===== config.mk =====
export PLATFORM = sky130hd
export DESIGN_NAME = stack_calc_ctrl
export DESIGN_NICKNAME = d
export VERILOG_FILES = /design/src/rtl/stack_calc_pkg.sv /design/src/rtl/stack_calc_alu.sv /design/src/rtl/stack_calc_ctrl.sv
export SDC_FILE = /design/constraint.sdc
export NUM_CORES = 1
export LEC_CHECK = 0
export ABC_AREA = 1
export BUFFER_PORTS_ARGS = -buffer_cell sky130_fd_sc_hd__buf_2
export CORE_MARGIN = 1.5
export CORE_UTILIZATION = 25
export DETAILED_ROUTE_END_ITERATION = 8
export GPL_TIMING_DRIVEN = 0
export PLACE_DENSITY = 0.46
export SLEW_MARGIN = 20
export SYNTH_ARGS = -nofsm -noshare
export SYNTH_HDL_FRONTEND = slang
export SYNTH_SLANG_ARGS = --single-unit
export TNS_END_PERCENT = 50

===== constraint.sdc =====
create_clock -name clk -period 8.24 [get_ports clk]
set_input_delay 1.236 -clock clk [delete_from_list [all_inputs] [get_ports clk]]
set_output_delay 1.236 -clock clk [all_outputs]
set_load 0.02 [all_outputs]

===== src/rtl/stack_calc_pkg.sv =====
// stack_calc_pkg: opcode, error-code and FSM-state encodings shared by the stack calculator.
package stack_calc_pkg;
  typedef enum logic [2:0] {OP_NOP, OP_PUSH, OP_ADD, OP_SUB, OP_MUL, OP_AND, OP_OUT, OP_ILL} opcode_e;
  typedef enum logic [1:0] {ERR_NONE, ERR_UNDER, ERR_OVER, ERR_ILL} err_e;
  typedef enum logic [2:0] {S_IDLE, S_PUSH, S_POP1, S_POP2, S_CAPA, S_WRITE} state_e;
endpackage


===== src/rtl/stack_calc_alu.sv =====
// stack_calc_alu: unsigned modulo-2^N binary operation on the two popped operands.
module stack_calc_alu import stack_calc_pkg::*; #(
  parameter int N = 16
) (
  input  logic [N-1:0] a,
  input  logic [N-1:0] b,
  input  opcode_e      op,
  output logic [N-1:0] y
);
  always_comb y = op == OP_ADD ? a + b : op == OP_SUB ? a - b : op == OP_MUL ? a * b : a & b;
endmodule


===== src/rtl/stack_calc_ctrl.sv =====
// stack_calc_ctrl: instruction sequencer driving an external stack for a tiny RPN calculator.
module stack_calc_ctrl import stack_calc_pkg::*; #(
  parameter int N = 16,
  parameter int STACK_SIZE = 16,
  localparam int DW = $clog2(STACK_SIZE + 1)
) (
  input  logic          clk,
  input  logic          reset,
  input  logic          instr_valid,
  output logic          instr_ready,
  input  logic [2:0]    opcode,
  input  logic [N-1:0]  operand,
  output logic          stk_push,
  output logic          stk_pop,
  output logic [N-1:0]  stk_push_data,
  input  logic [N-1:0]  stk_pop_data,
  output logic [N-1:0]  result,
  output logic          result_valid,
  output logic          busy,
  output logic [DW-1:0] depth,
  output logic [1:0]    err,
  input  logic          err_clr
);
  state_e state_q, state_d;
  opcode_e op_q, op_d, opc;
  err_e err_q, err_d, err_chk;
  logic [N-1:0] a_q, a_d, b_q, b_d, opnd_q, opnd_d, result_q, result_d, alu_y;
  logic [DW-1:0] depth_q, depth_d;
  logic push_q, push_d, pop_q, pop_d, rvalid_q, rvalid_d, accept;
  stack_calc_alu #(.N(N)) u_alu (.a(a_q), .b(b_q), .op(op_q), .y(alu_y));
  assign instr_ready   = state_q == S_IDLE;
  assign busy          = state_q != S_IDLE;
  assign stk_push      = push_q;
  assign stk_pop       = pop_q;
  assign stk_push_data = state_q == S_WRITE ? alu_y : opnd_q;
  assign result        = result_q;
  assign result_valid  = rvalid_q;
  assign depth         = depth_q;
  assign err           = err_q;
  always_comb begin
    opc     = opcode_e'(opcode);
    accept  = instr_valid && state_q == S_IDLE;
    err_chk = opc == OP_PUSH && depth_q == DW'(STACK_SIZE) ? ERR_OVER :
              opc inside {OP_ADD, OP_SUB, OP_MUL, OP_AND} && depth_q < DW'(2) ? ERR_UNDER :
              opc == OP_OUT && depth_q == '0 ? ERR_UNDER :
              opc == OP_ILL ? ERR_ILL : ERR_NONE;
    err_d    = err_clr ? ERR_NONE : accept && err_q == ERR_NONE ? err_chk : err_q;
    depth_d  = depth_q + DW'(push_q) - DW'(pop_q);
    state_d  = state_q;
    op_d     = op_q;
    a_d      = a_q;
    b_d      = b_q;
    opnd_d   = opnd_q;
    result_d = result_q;
    push_d   = 1'b0;
    pop_d    = 1'b0;
    rvalid_d = 1'b0;
    case (state_q)
      S_IDLE: if (accept && err_chk == ERR_NONE && opc != OP_NOP) begin
        op_d    = opc;
        state_d = opc == OP_PUSH ? S_PUSH : S_POP1;
        push_d  = opc == OP_PUSH;
        pop_d   = opc != OP_PUSH;
        opnd_d  = opc == OP_PUSH ? operand : opnd_q;
      end
      S_PUSH: state_d = S_IDLE;
      S_POP1: begin
        state_d = op_q == OP_OUT ? S_CAPA : S_POP2;
        pop_d   = op_q != OP_OUT;
      end
      S_POP2: begin
        b_d     = stk_pop_data;
        state_d = S_CAPA;
      end
      S_CAPA: begin
        a_d      = stk_pop_data;
        state_d  = op_q == OP_OUT ? S_IDLE : S_WRITE;
        push_d   = op_q != OP_OUT;
        result_d = op_q == OP_OUT ? stk_pop_data : result_q;
        rvalid_d = op_q == OP_OUT;
      end
      S_WRITE: begin
        result_d = alu_y;
        rvalid_d = 1'b1;
        state_d  = S_IDLE;
      end
      default: state_d = S_IDLE;
    endcase
  end
  always_ff @(posedge clk or posedge reset) begin
    if (reset) begin
      state_q  <= S_IDLE;
      op_q     <= OP_NOP;
      err_q    <= ERR_NONE;
      a_q      <= '0;
      b_q      <= '0;
      opnd_q   <= '0;
      result_q <= '0;
      depth_q  <= '0;
      push_q   <= 1'b0;
      pop_q    <= 1'b0;
      rvalid_q <= 1'b0;
    end else begin
      state_q  <= state_d;
      op_q     <= op_d;
      err_q    <= err_d;
      a_q      <= a_d;
      b_q      <= b_d;
      opnd_q   <= opnd_d;
      result_q <= result_d;
      depth_q  <= depth_d;
      push_q   <= push_d;
      pop_q    <= pop_d;
      rvalid_q <= rvalid_d;
    end
  end
endmodule


Word-level counts from Yosys, hierarchy flattened
Index checks and enable logic that the tools add are counted.
{"block": "totals", "ff_bits": 80, "output_inout_bits": 44, "word_cells": 79}
{"block": "classes", "add_sub_neg": 4, "mul": 1, "magnitude_cmp": 1, "n_eq_ne": 20, "mux": 22, "n_bitwise": 1, "n_reduce_logical": 19}
{"operator": "$mux 16", "n": 5}
{"operator": "$pmux 16 s2", "n": 1}
{"operator": "$eq 3x3->1 const B", "n": 8}
{"operator": "$eq 3x2->1 const B", "n": 6}
{"operator": "$add 16x16->16", "n": 1}
{"operator": "$and 16x16->16", "n": 1}
{"operator": "$mul 16x16->16", "n": 1}
{"operator": "$sub 16x16->16", "n": 1}
{"operator": "$mux 2", "n": 7}
{"operator": "$pmux 3 s4", "n": 1}
{"operator": "$mux 3", "n": 3}
{"operator": "$logic_and 1x1->1", "n": 7}
{"operator": "$pmux 1 s2", "n": 3}
{"operator": "$reduce_bool 3->1", "n": 2}
{"operator": "$add 5x1->5", "n": 1}
{"operator": "$eq 5x5->1 const B", "n": 1}
{"operator": "$logic_not 5->1", "n": 1}
{"operator": "$lt 5x2->1 const B", "n": 1}
{"operator": "$sub 5x1->5", "n": 1}
{"operator": "$logic_not 2->1", "n": 2}
{"operator": "$reduce_and 2->1", "n": 2}
{"operator": "$reduce_bool 2->1", "n": 2}
{"operator": "$reduce_bool 4->1", "n": 1}
{"operator": "$eq 3x1->1 const B", "n": 1}
{"operator": "7 further kinds", "n": 8}

Longest topological paths before layout
Gate-level depths: netlist of the first run.
{"block": "depth", "word_depth": 10, "mapped_depth": 34, "depth_no_buf": 33}

Hierarchy
Synthesis of the first run repeated with hierarchy kept, for this count alone.
{"block": "unflattened", "hier_cells": 1413, "area_unflattened_um2": 9919.5}
{"module": "stack_calc_alu", "n_inst": 1, "cells_each": 987, "area_per_inst_um2": 6272.3, "seq_area_each_um2": 0.0}
{"module": "stack_calc_ctrl", "n_inst": 1, "cells_each": 426, "area_per_inst_um2": 3647.2, "seq_area_each_um2": 2001.9}

Worst setup path after synthesis of the first run
OpenSTA, ideal clock, no wires.
{"block": "synth_timing", "kind": "register to output", "from": "register b_q[1]", "to": "output port stk_push_data[14]", "arrival_ns": 5.474, "t_required_ns": 7.004, "slack_ns": 1.530, "path_stages_with_launch": 28, "path_cell_list": "dfrtp_1 clkbuf_1 nand2_1 fa_1 fa_1 fa_1 fa_1 inv_1 fa_1 inv_1 fa_1 inv_1 ha_1 nand2_1 nor2_1 nand3_1 nand3_1 nand2_1 nand2_1 a21oi_1 or2_1 nand3_1 nand2_1 nand2_1 nand2_1 nand2_1 nand2_1 nand2_1"}
{"block": "synth_between", "elab_chain_len": 5, "elab_cells_between_ends": 7}
{"element": "from (decl)", "line_no": "stack_calc_ctrl.sv:27", "rtl": "logic [N-1:0] a_q, a_d, b_q, b_d, opnd_q, opnd_d, result_q, result_d, alu_y;"}
{"element": "from (signal assigned)", "line_no": "stack_calc_ctrl.sv:96", "rtl": "b_q <= '0;"}
{"element": "from (signal assigned)", "line_no": "stack_calc_ctrl.sv:108", "rtl": "b_q <= b_d;"}
{"element": "$mul 16x16->16", "line_no": "stack_calc_alu.sv:10", "rtl": "always_comb y = op == OP_ADD ? a + b : op == OP_SUB ? a - b : op == OP_MUL ? a * b : a & b;"}
{"element": "$mux 16 (2 in series)", "line_no": "stack_calc_alu.sv:10"}
{"element": "$mux 16 *", "line_no": "stack_calc_alu.sv:10"}
{"element": "$mux 16 *", "line_no": "stack_calc_ctrl.sv:35", "rtl": "assign stk_push_data = state_q == S_WRITE ? alu_y : opnd_q;"}
{"element": "to (decl)", "line_no": "stack_calc_ctrl.sv:15", "rtl": "output logic [N-1:0] stk_push_data,"}
Mark *: on every way between the ends. The rest lies on a longest branch, timed or not.

Worst setup path in the final report of the first run
Same ends and word-level chain as after synthesis.

==> results of run 1 <==
==> state kept, by name (all words and copies together), names as in the netlist <==
name,cells
stk_pop,1
result,16
a_q,16
b_q,16
err,2
opnd_q,16
depth,5
op_q,3
stk_push,1
state_q,3
result_valid,1
==> cell type report <==
class	count	area, um2	share of cell area
clock inverter	4	52.55	0.004671
buffer	47	241.5	0.02147
tap	518	648.1	0.05761
clock buffer	11	252.7	0.02247
sequential	80	2004	0.1782
multi-input combinational	934	6420	0.5707
inverter	317	1192	0.1060
timing repair buffer	83	437.9	0.03893
==> synth_stat cells, types with 5 or more instances <==
library cell and number:
fa_1 83, xnor2_1 5, nor2_1 69, o21ai_0 66
xor2_1 19, o21ai_1 6, dfrtp_1 80, nor3_2 5
mux2_1 7, buf_2 14, inv_2 11, nand3b_1 5
nand2_1 369, nor3_1 8, nand4_1 5, o211ai_1 8
clkbuf_1 26, inv_1 301, ha_1 89, nand3_1 48
a31oi_1 6, clkinv_1 5, nand2_2 6, a21oi_1 86
==> metal layers <==
layer | vias up | track usage
li1 | 4396 | -
met1 | 4236 | 0.2184
met2 | 197 | 0.2819
met3 | 38 | 0.02057
met4 | 0 | 0.05970
met5 | - | 0
==> cell families (layout without fill, tap and decap cells) <==
family | count (synthesis) | count (layout) | share of synthesized area
AOI/OAI and AO/OA | 198 | 198 | 0.1126
xor gates and xnor gates | 25 | 25 | 0.02299
adders and majority gates | 172 | 172 | 0.2818
buffers and inverters | 366 | 462 | 0.1449
DFF | 80 | 80 | 0.2033
muxes | 10 | 10 | 0.01143
and+or+nand+nor | 529 | 529 | 0.2231
==> per-stage QoR <==
stage                     area [um2]  hold WS, ps    util  setup slack (ps)
after floorplan                 9849        464.6       -              1530
after global placement         10910        473.8  0.2816             383.3
after detailed placement       10940        481.3  0.2824             437.2
after CTS                      11240        495.9  0.2902             18.00
after global routing           11250        507.5  0.2904             19.34
final                          11250        489.3  0.2904             499.5
==> worst max-delay path by stage <==
stage / startpoint / to / slack [ps] / cells past startpoint
after floorplan: b_q[1] / stk_push_data[14] / 1530 / 27
after global placement: b_q[1] / stk_push_data[14] / 380 / 28
after detailed placement: b_q[1] / stk_push_data[14] / 440 / 28
after CTS: b_q[1] / stk_push_data[14] / 20 / 28
after global routing: b_q[1] / stk_push_data[14] / 20 / 28
final: b_q[1] / stk_push_data[14] / 500 / 28
==> metrics.yaml, run 1 <==
outcome:
  outcome: "complete, no violations"
routing:
  dr_wl_met3_um: 1450
  wl_per_cell_um: 16.12
  drc: 0
  routed_via_density: 4.447
  met1Wirelength_um: 14760
  via_count: 8867
  wl_met2_um: 15030
  ant_nets: 0
  maxUsedRoutingLayer: "met4"
  drt-total-wl_um: 32140
  dr.first_iter.drc_count: 471
  dr.pass1.iters: 5
yosys:
  async_flop_share: 1.000
  synth-edff-count: 0
  synthTopCellsByArea: "dfrtp_1, fa_1, nand2_1"
  ys.flop_type: "dfrtp_1"
  yosysWarnings: 0
  syn_avg_cell_area_um2: 7.137
  synth_cell_types: 52
  syn_area_um2: 9849
  synth_nets: 1591
  synth_seq_cells: 80
  netlist_instances: 1380
  synth_top_area_frac: 0.2033
  ys_seq_area_frac: 0.2033
  synth.largest_area_cell: "dfrtp_1"
global_routing:
  first_global_vias: 9349
  global_route.overflow_total: 0
  track_usage: 0.1669
  grt_pass1_wl_um: 52100
  antenna_found_initial: 0
  grt_start_max_net_pins: 42
clock_tree:
  cts_num_sinks: 80
  tritoncts: "done"
  clock_latency_ps: 370
  clockRootBuffer: "clkbuf_16"
  post_cts_buffers: 0
  cts_resized: 0
  clkSlewWorstSetupHoldPaths_ps: 60
  cts_max_level: 3
  hold_buffers: 0
  cts_made_buffers: 9
  cts.path.max_buffers: 2
sta:
  clock_skew_ps: 18.48
  finalSetupTns_ps: 0
  worst_pin_slew_ps: 911.7
  drv_slew: 0
  max_freq_mhz: 129.2
  min_period_ps: 7741
  maxSlewHeadroom: 0.3845
  fin_crit_sh: 0.9394
  finalSetupViolations: 0
  rsz0062_at_grt: "no"
  final-hold-violation-count: 0
placement:
  dp.cells: 1981
  hpwl_um: 26380
  place_congestion: 0.9259
  io_buffers: 82
die:
  rows: 72
  dieArea_um2: 40600
  die_x_um: 201.5
  core_area_um2: 38740
  ios: 83
  start_util: 0.2543
  die_h_um: 201.5
setup_path:
  reg2reg_depth: 27
  rr_startpoint: "b_q[1]"
  crit_type: "flop to output port"
  endpoint_kind: "output port"
  crit_path_max_fanout: 10
  worst_setup_path_start_kind: "flop"
  critPathSlowestCell: "fa_1"
  r2r_slack_ps: 2130
  arrival_ps: 6500
  critPathMostFrequentCell: "nand2_1"
  max_stage_delay_ps: 580
  cp_num_buf_inv: 5
  reg2reg_to: "result[14]"
  path_delay_family: "adder cells"
  cp_data_required_time_ps: 7000
job:
  cap_viol_max_count: 0
hold_path:
  hold_end: "opnd_q[12]"
  hp-class: "flop to flop"
  hold_path_depth: 1
  worstHoldStart: "opnd_q[12]"
layout:
  final_cell_mix: "nand2_1, inv_1, buf_2, ha_1, a21oi_1"
  fillers: 4357
  layout.nets: 1683
  layout-drive-gt1-share: 0.1192
  area_growth_pct: 14.21
  final_common_cell: "nand2_1"
  num_antenna_cells: 0
  final_cells: 1994
Power of run 1 is left out: the tool's default activity adds up to more than one toggle a clock period on the data nets, which glitch-free logic cannot reach.
==> run 2: changes to the inputs <==
- REMOVE_ABC_BUFFERS: default -> 1
==> run 2 against run 1 <==
Net effect:
- cell count down 2.2%
- routed wire length down 6.4%
- critical endpoint unchanged
- register-to-register slack worse by 40 ps
- worst setup slack worse by 11 ps
- fmax down 0.14%
==> metrics.yaml, run 2 (synthesized netlist as in run 1, its figures left out) <==
layout:
  final_cell_mix: "nand2_1, inv_1, ha_1, a21oi_1, fa_1"
  final_area_um2: 11040
  num_antenna_cells: 0
  final_common_cell: "nand2_1"
  area_growth_pct: 12.06
  layout.nets: 1639
  fillers: 4373
  layout-drive-gt1-share: 0.1040
setup_path:
  critPathMostFrequentCell: "nand2_1"
  cp_data_required_time_ps: 7000
  crit_path_max_fanout: 15
  critPathSlowestCell: "dfrtp_1"
  max_stage_delay_ps: 830
  endpoint_kind: "output port"
  path_delay_family: "adder cells"
  crit_type: "flop to output port"
  reg2reg_depth: 25
  rr_startpoint: "b_q[2]"
  arrival_ps: 6520
  cp_num_buf_inv: 4
  worst_setup_path_start_kind: "flop"
  reg2reg_to: "result[14]"
  r2r_slack_ps: 2090
routing:
  via_count: 8723
  drc: 0
  drt-total-wl_um: 30070
  dr.first_iter.drc_count: 414
  dr.pass1.iters: 4
  wl_per_cell_um: 15.41
  routed_via_density: 4.471
  ant_nets: 0
clock_tree:
  cts_max_level: 3
  cts_made_buffers: 9
  post_cts_buffers: 0
  clockRootBuffer: "clkbuf_16"
  hold_buffers: 0
  clkSlewWorstSetupHoldPaths_ps: 60
  cts.path.max_buffers: 2
  tritoncts: "done"
  cts_num_sinks: 80
  cts_resized: 0
  clock_latency_ps: 350
global_routing:
  gr-usage-met1: 0.2081
  antenna_found_initial: 0
  grt_start_max_net_pins: 45
  gr-usage-met2: 0.2570
  grt_pass1_wl_um: 49090
  track_usage: 0.1533
  global_route.overflow_total: 0
  first_global_vias: 8918
  met3_usage: 0.01652
  top_usage_layer: "met2"
die:
  die_x_um: 201.5
  core_area_um2: 38740
  start_util: 0.2543
  rows: 72
  ios: 83
  dieArea_um2: 40600
  die_h_um: 201.5
sta:
  drv_slew: 0
  final-hold-violation-count: 0
  fin_crit_sh: 0.9407
  worst_pin_slew_ps: 1018
  min_period_ps: 7751
  max_freq_mhz: 129.0
  rsz0062_at_grt: "no"
  clock_skew_ps: 10.11
  finalSetupTns_ps: 0
  finalSetupViolations: 0
  fin_ws_ps: 488.7
  maxSlewHeadroom: 0.3214
placement:
  io_buffers: 82
  place_area_um2: 10770
  hpwl_um: 23570
  place_congestion: 0.9067
  pre_cts_ws_ps: 602.1
hold_path:
  worstHoldStart: "opnd_q[12]"
  hold_end: "opnd_q[12]"
  hold_path_depth: 1
  hp-class: "flop to flop"
job:
  cap_viol_max_count: 0
outcome:
  outcome: "complete, no violations"
run 2: changes by cell type in the layout (fill, tap and decap cells not counted), moves of 3 or more:
cell / change
buf_4: -3
clkinvlp_4: +3
buf_2: -16
clkbuf_1: -12
clkbuf_2: -9
run 2: per-layer routing:
layer	up-vias	part of all wire
li1	4301	-
met1	4197	0.48
met2	187	0.47
met3	38	0.035
met4	0	0.022
met5	-	0
run 2: stage by stage:
stage	hold slack, ps	utilization	instances
after global placement	473.4	0.2755	1931
final	489.6	0.2849	1951
after global routing	498.5	0.2849	1951
after detailed placement	481.3	0.2779	1935
after floorplan	464.6	-	1331
after CTS	495.2	0.2848	1951
run 2: worst max path at each step:
stage	start	to	slack (ps)	depth (start not counted)
2_1_floorplan	b_q[1]	stk_push_data[14]	1620	26
3_3_place_gp	a_q[5]	stk_push_data[14]	550	28
3_5_place_dp	a_q[5]	stk_push_data[14]	600	27
4_1_cts	a_q[5]	stk_push_data[14]	210	27
5_1_grt	b_q[2]	stk_push_data[14]	60	27
6_report	b_q[2]	stk_push_data[14]	490	26
run 2: layout make-up:
type | instances | area, um2 | share of cell area
Sequential cell | 80 | 2006 | 0.1817
Clock buffer | 12 | 236.5 | 0.02143
Inverter | 317 | 1192 | 0.1080
Timing Repair Buffer | 86 | 475.5 | 0.04308
Multi-Input combinational cell | 934 | 6447 | 0.5842
Clock inverter | 4 | 31.28 | 0.002834
Tap cell | 518 | 648.1 | 0.05872
run 2: worst reg2reg max path, delay by kind of cell (launching register included):
family,cells,cell delay (ps)
fa+ha+maj,7,3400
simple gates,11,1100
compound gates,4,560
flops,1,830
buf+inv,3,150
Power of run 2 is left out for the same reason.
